[src/rtl/regfile_reader.sv]
// -----------------------------------------------------------------------------
// regfile_reader
//
// Walks a register file through its combinational read port and streams every
// register out over a valid/ready interface, one word per two cycles at best
// (FETCH then SEND). Each word is captured into a holding register in its
// FETCH cycle. It stays stable while the consumer stalls, even if the register
// file changes underneath it.
//
// Ports
//   clk_i      : clock, all state on the rising edge
//   rst_ni     : synchronous active-low reset
//   start_i    : request a full dump (only looked at while idle)
//   abort_i    : drop an in-progress dump (FETCH/SEND only), no done_o
//   rf_addr_o  : register-file read address (current index, 0 while idle)
//   rf_data_i  : combinational read data for rf_addr_o
//   m_valid_o  : output word valid (SEND only)
//   m_ready_i  : consumer accepts word
//   m_data_o   : captured register contents
//   m_addr_o   : register index of m_data_o
//   m_last_o   : marks the word for index NumRegs-1
//   busy_o     : high whenever not idle
//   done_o     : one-cycle pulse after the last word of a completed dump
// -----------------------------------------------------------------------------
module regfile_reader #(
  parameter int NumRegs   = 32,
  parameter int DataWidth = 32,
  localparam int AddressWidth = $clog2(NumRegs)
) (
  input  logic                    clk_i,
  input  logic                    rst_ni,
  input  logic                    start_i,
  input  logic                    abort_i,
  output logic [AddressWidth-1:0] rf_addr_o,
  input  logic [DataWidth-1:0]    rf_data_i,
  output logic                    m_valid_o,
  input  logic                    m_ready_i,
  output logic [DataWidth-1:0]    m_data_o,
  output logic [AddressWidth-1:0] m_addr_o,
  output logic                    m_last_o,
  output logic                    busy_o,
  output logic                    done_o
);

  localparam logic [AddressWidth-1:0] LastIdx = AddressWidth'(NumRegs - 1);

  typedef enum logic [1:0] {
    IDLE  = 2'd0,
    FETCH = 2'd1,
    SEND  = 2'd2,
    DONE  = 2'd3
  } state_e;

  state_e                  state_q, state_d;
  logic [AddressWidth-1:0] index_q, index_d;
  logic [DataWidth-1:0]    hold_q,  hold_d;

  // NOTE: every signal written here gets a default first, so no path through
  // the case statement can leave one unassigned and infer a latch.
  always_comb begin
    state_d = state_q;
    index_d = index_q;
    hold_d  = hold_q;

    unique case (state_q)
      IDLE: begin
        index_d = '0;
        if (start_i) begin
          state_d = FETCH;
        end
      end

      FETCH: begin
        if (abort_i) begin
          state_d = IDLE;
          index_d = '0;
        end else begin
          hold_d  = rf_data_i;
          state_d = SEND;
        end
      end

      SEND: begin
        // Abort wins over a same-cycle handshake: the word is not transferred.
        if (abort_i) begin
          state_d = IDLE;
          index_d = '0;
        end else if (m_ready_i) begin
          if (index_q == LastIdx) begin
            state_d = DONE;
          end else begin
            index_d = index_q + 1'b1;
            state_d = FETCH;
          end
        end
      end

      DONE: begin
        // Clearing here keeps rf_addr_o at 0 throughout IDLE.
        index_d = '0;
        state_d = IDLE;
      end

      default: begin
        state_d = IDLE;
        index_d = '0;
      end
    endcase
  end

  // NOTE: state registers use non-blocking assignments so every flop samples
  // the pre-edge values; the reset is synchronous, checked inside the clocked
  // block rather than in the sensitivity list.
  always_ff @(posedge clk_i) begin
    if (!rst_ni) begin
      state_q <= IDLE;
      index_q <= '0;
      hold_q  <= '0;
    end else begin
      state_q <= state_d;
      index_q <= index_d;
      hold_q  <= hold_d;
    end
  end

  assign rf_addr_o = index_q;
  assign m_valid_o = (state_q == SEND);
  assign m_data_o  = hold_q;
  assign m_addr_o  = index_q;
  assign m_last_o  = (state_q == SEND) && (index_q == LastIdx);
  assign busy_o    = (state_q != IDLE);
  assign done_o    = (state_q == DONE);

endmodule

[config.mk]
export PLATFORM = sky130hd
export DESIGN_NAME = regfile_reader
export DESIGN_NICKNAME = d
export VERILOG_FILES = /design/src/rtl/regfile_reader.sv
export SDC_FILE = /design/constraint.sdc
export NUM_CORES = 1
export LEC_CHECK = 0
export ABC_AREA = 0
export CORE_MARGIN = 2
export CORE_UTILIZATION = 35
export CTS_BUF_LIST = sky130_fd_sc_hd__clkbuf_16
export DETAILED_ROUTE_END_ITERATION = 12
export MAX_ROUTING_LAYER = met4
export PLACE_DENSITY = 0.73
export SLEW_MARGIN = 20
export SYNTH_ARGS = -nofsm -noshare
export SYNTH_HDL_FRONTEND = slang
export SYNTH_SLANG_ARGS = --single-unit
[constraint.sdc]
create_clock -name clk_i -period 1.5 [get_ports clk_i]
set_input_delay 0.3 -clock clk_i [delete_from_list [all_inputs] [get_ports clk_i]]
set_output_delay 0.3 -clock clk_i [all_outputs]
set_load 0.05 [all_outputs]
Word level (Yosys, flattened, before mapping)
Cells that the tools add are included.
{"block": "word_totals", "regBits": 39, "input_bits": 37, "output_inout_bits": 46, "elab_cells": 31}
{"block": "classes", "n_addsub": 1, "eq_ne": 8, "n_mux": 11, "bitwise": 1, "reduce_logical": 7}
{"cell": "$mux W5", "n": 4}
{"cell": "$pmux W5 S3", "n": 1}
{"cell": "$mux W2", "n": 5}
{"cell": "$pmux W2 S4", "n": 1}
{"cell": "$add A5 B1 Y5 const B", "n": 1}
{"cell": "$eq A5 B5 Y1 const B", "n": 1}
{"cell": "$eq A2 B2 Y1 const B", "n": 2}
{"cell": "$ne A2 B2 Y1 const B", "n": 2}
{"cell": "$reduce_and A2 Y1", "n": 2}
{"cell": "$ne A3 B2 Y1 const B", "n": 1}
{"cell": "$ne A3 B3 Y1 const B", "n": 1}
{"cell": "$reduce_and A3 Y1", "n": 1}
{"cell": "$eq A2 B1 Y1 const B", "n": 1}
{"cell": "$logic_not A2 Y1", "n": 1}
{"cell": "$reduce_bool A2 Y1", "n": 1}
{"cell": "$reduce_or A2 Y1", "n": 1}
{"cell": "$logic_and A1 B1 Y1", "n": 1}
{"cell": "$not A1 Y1", "n": 1}

Longest topological paths before layout
{"block": "depth", "word_depth": 5, "mapped_depth": 7, "depth_no_buf": 7}

Worst setup path before layout
Ideal clock, no wire load.
{"block": "synth_timing", "kind": "register to output", "startpoint": "reg index_q[0], in the netlist m_addr_o[0]", "endpoint": "out m_last_o", "arrival_time_ns": 1.639, "required_time_ns": 1.200, "setup_slack_ns": -0.439, "path_stages_with_launch": 5, "n_path_buf": 0, "cell_sequence": "dfxtp_1 > ha_1 > and3_1 > ha_1 > and2_1"}
{"block": "synth_via", "elab_chain_len": 2}
{"element": "start: declaration", "line_no": "55", "source": "logic [AddressWidth-1:0] index_q, index_d;"}
{"element": "start signal: assignment", "line_no": "121", "source": "index_q <= index_d;"}
{"element": "$eq A5 B5 Y1", "line_no": "130", "source": "assign m_last_o = (state_q == SEND) && (index_q == LastIdx);"}
{"element": "$logic_and A1 B1 Y1", "line_no": "130"}
{"element": "end: declaration", "line_no": "40", "source": "output logic m_last_o,"}
No other way between the ends.

Worst setup path after layout
Ends and elaborated chain as after synthesis.

==> results.tsv <==
metric	value	unit
status	finished with violations	
violations	setup timing	
finalWorstSetupSlack	-0.150	ns
track_usage	18.2	%
setup_violations	6	
htreeDepth	2	
leakagePower	1.19	nW
cap_violations	0	
ff2ff_path_depth	8	
gp_congestion	0.799	
whs_path_depth	1	
min_to	state_q[0]$_SDFFE_PN0P_	
wire_per_inst	12.9	um
r2r_slack	-0.10	ns
dp_cells	318	
drtAntennaViolNets	0	
ys_warn_count	0	
end_kind	output port	
min-delay-start	state_q[0]$_SDFFE_PN0P_	
preCtsSetupSlack	-0.141	ns
cts_root_buf	clkbuf_16	
rows	24	
path_cells	ha_4 -> and3_4 -> ha_4 -> and2_4 -> buf_12	
drive_above_1_share	32.7	%
critPathLaunchType	flip-flop	
max_stage_delay	0.35	ns
crit_top_cell	ha_4	
hold_class	flip-flop to flip-flop	
cts.sinks	39	
viasPerCell	4.61	
synthCells	186	
die_w	71.1	um
vias	1506	
dp_hpwl	3.14	mm
tightest_slew	0.243	ns
startpoint	m_addr_o[0]$_SDFFE_PN0P_	
path_max_fanout	2	
grt-ovfl-total	0	
core-area	0.00435	mm2
final_common_cell	nand2_1	
initialDrtViolationCount	90	
crit_required	1.20	ns
power_density	792	mW/mm2
antenna_found_initial	0	
start_util	36.2	%
total_power	2.52	mW
fmax	0.606	GHz
synth_cell_types	27	
clk_latency	0.27	ns
dr.pass1.iters	2	
maxSlewHeadroom	83.6	%
cts_buffers	5	
synth_area	0.00158	mm2
layout.cells.non_filler	327	
ir_drop	0.793	mV
final_hold_viol_count	0	
clkTransAtPathRegs	0.05	ns
ctsHoldBuffers	0	
finish.utilization	73.0	%
synth_nets	225	
clock_path_buffers	2	
most-common-layout-cells	nand2_1 (66), buf_12 (45), clkdlybuf4s50_1 (36)	
skew	0.00290	ns
crit_arrival	1.35	ns
grt_pass1_vias	1563	
hold_slack	0.463	ns
die_y	71.1	um
ys_ff_latch	39	
rsz0062_at_grt	yes	
crit_type	flip-flop to output port	
r2r_end	m_addr_o[0]$_SDFFE_PN0P_	
wl	4.22	mm
dieArea	0.00506	mm2
reg2reg_from	m_addr_o[0]$_SDFFE_PN0P_	
grt_pass1_wl	7.11	mm
cts_tree	done	
finalCriticalPeriod	1.65	ns
numPortBuffers	82	
fin_nets	314	
syn_avg_cell_area	8.48	um2
area_growth	101	%
finalCritPeriodShare	110	%
n_antenna_cell	0	
maxSlewViolCount	0	
crit_slowest_cell	dfxtp_4	
design.portCount	83	
grt_max_degree	21	
drc	0	
ys_seq_area_share	49.5	%
-- metrics by stage --
step / cell area (um2) / TNS, ns
3_3_place_gp: 2980 / -2.43
5_1_grt: 3180 / -0.641
6_report: 3180 / -0.317
3_5_place_dp: 2980 / -3.57
2_1_floorplan: 1640 / -0.0682
4_1_cts: 3140 / -0.473
-- cells by family after synthesis --
| family | count (synthesis) | share of synthesized area, % |
|---|---|---|
| compound gates | 39 | 18.2 |
| xor+xnor | 2 | 1.11 |
| buf+inv | 16 | 5.47 |
| fa+ha+maj | 2 | 1.59 |
| simple gates | 86 | 22.9 |
| flops | 39 | 49.5 |
| mux | 2 | 1.27 |
-- worst max-delay path by stage --
stage	slack [ns]	depth (start not counted)	to
after detailed placement	-0.14	5	m_data_o[26]$_SDFFE_PN0P_
final	-0.15	5	m_last_o
after CTS	-0.16	5	m_last_o
after global placement	-0.09	5	m_data_o[10]$_SDFFE_PN0P_
after floorplan	-0.03	7	m_addr_o[0]$_SDFFE_PN0P_
after global routing	-0.18	5	m_last_o
-- worst max-delay path: cells and delay by family, from the launching register on --
| family | cells | cell delay, ns |
|---|---|---|
| buf+inv | 1 | 0.14 |
| fa+ha+maj | 2 | 0.30 |
| simple gates | 2 | 0.28 |
| flops | 1 | 0.35 |
-- sequential cells by signal (all words and copies together), names as in the netlist --
register	count
m_addr_o	5
state_q	2
m_data_o	32
-- Yosys cell counts --
master	n	share of area [%]
nand2_1	66	16
dfxtp_1	39	49
a21boi_0	27	13
buf_2	6	1.9
a21boi_1	5	2.4
buf_4	5	2.4
nor2_1	5	1.2
clkbuf_1	4	0.95
nand2b_1	3	1.2
a21oi_1	2	0.63
and2_1	2	0.79
and3_1	2	0.79
ha_1	2	1.6
mux2i_1	2	1.3
nand3_1	2	0.63
nor2b_1	2	0.79
xor2_1	2	1.1
a21o_1	1	0.48
inv_1	1	0.24
nor2_2	1	0.40
nor3b_1	1	0.48
o211ai_1	1	0.48
o21a_1	1	0.48
o21ai_0	1	0.32
o311ai_0	1	0.56
or2_2	1	0.40
or3b_1	1	0.56
-- repair_timing --
| item | CTS | global route |
|---|---|---|
| pin swaps | 6 | 1 |
| setup endpoints to repair | 3 | 9 |
| gates resized for setup | 2 | 9 |
| gates cloned | 0 | 0 |
| setup buffers | 2 | 0 |
-- area by class of cell --
class,count,area (um2)
multi-input cells,131,793
inverters,1,7.51
clock inverters,2,8.76
well taps,52,65.1
fillers,314,1180
repair buffers,97,1380
flip-flops and latches,39,797
clock buffers,5,125
-- where the power goes --
| group | internal, mW | switching, mW |
|---|---|---|
| Combinational | 0.248 | 0.208 |
| Clock | 0.596 | 0.369 |
| Sequential | 1.06 | 0.0328 |
| Total | 1.91 | 0.610 |
-- per-layer routing --
layer	GRT usage [%]	vias to the layer above	share of wire, %
met5	-	-	0
met4	4.40	0	0.50
met3	4.13	2	5.7
met2	30.8	47	52
met1	22.0	684	41
li1	-	773	-
Power figures use the tool's default switching activity.
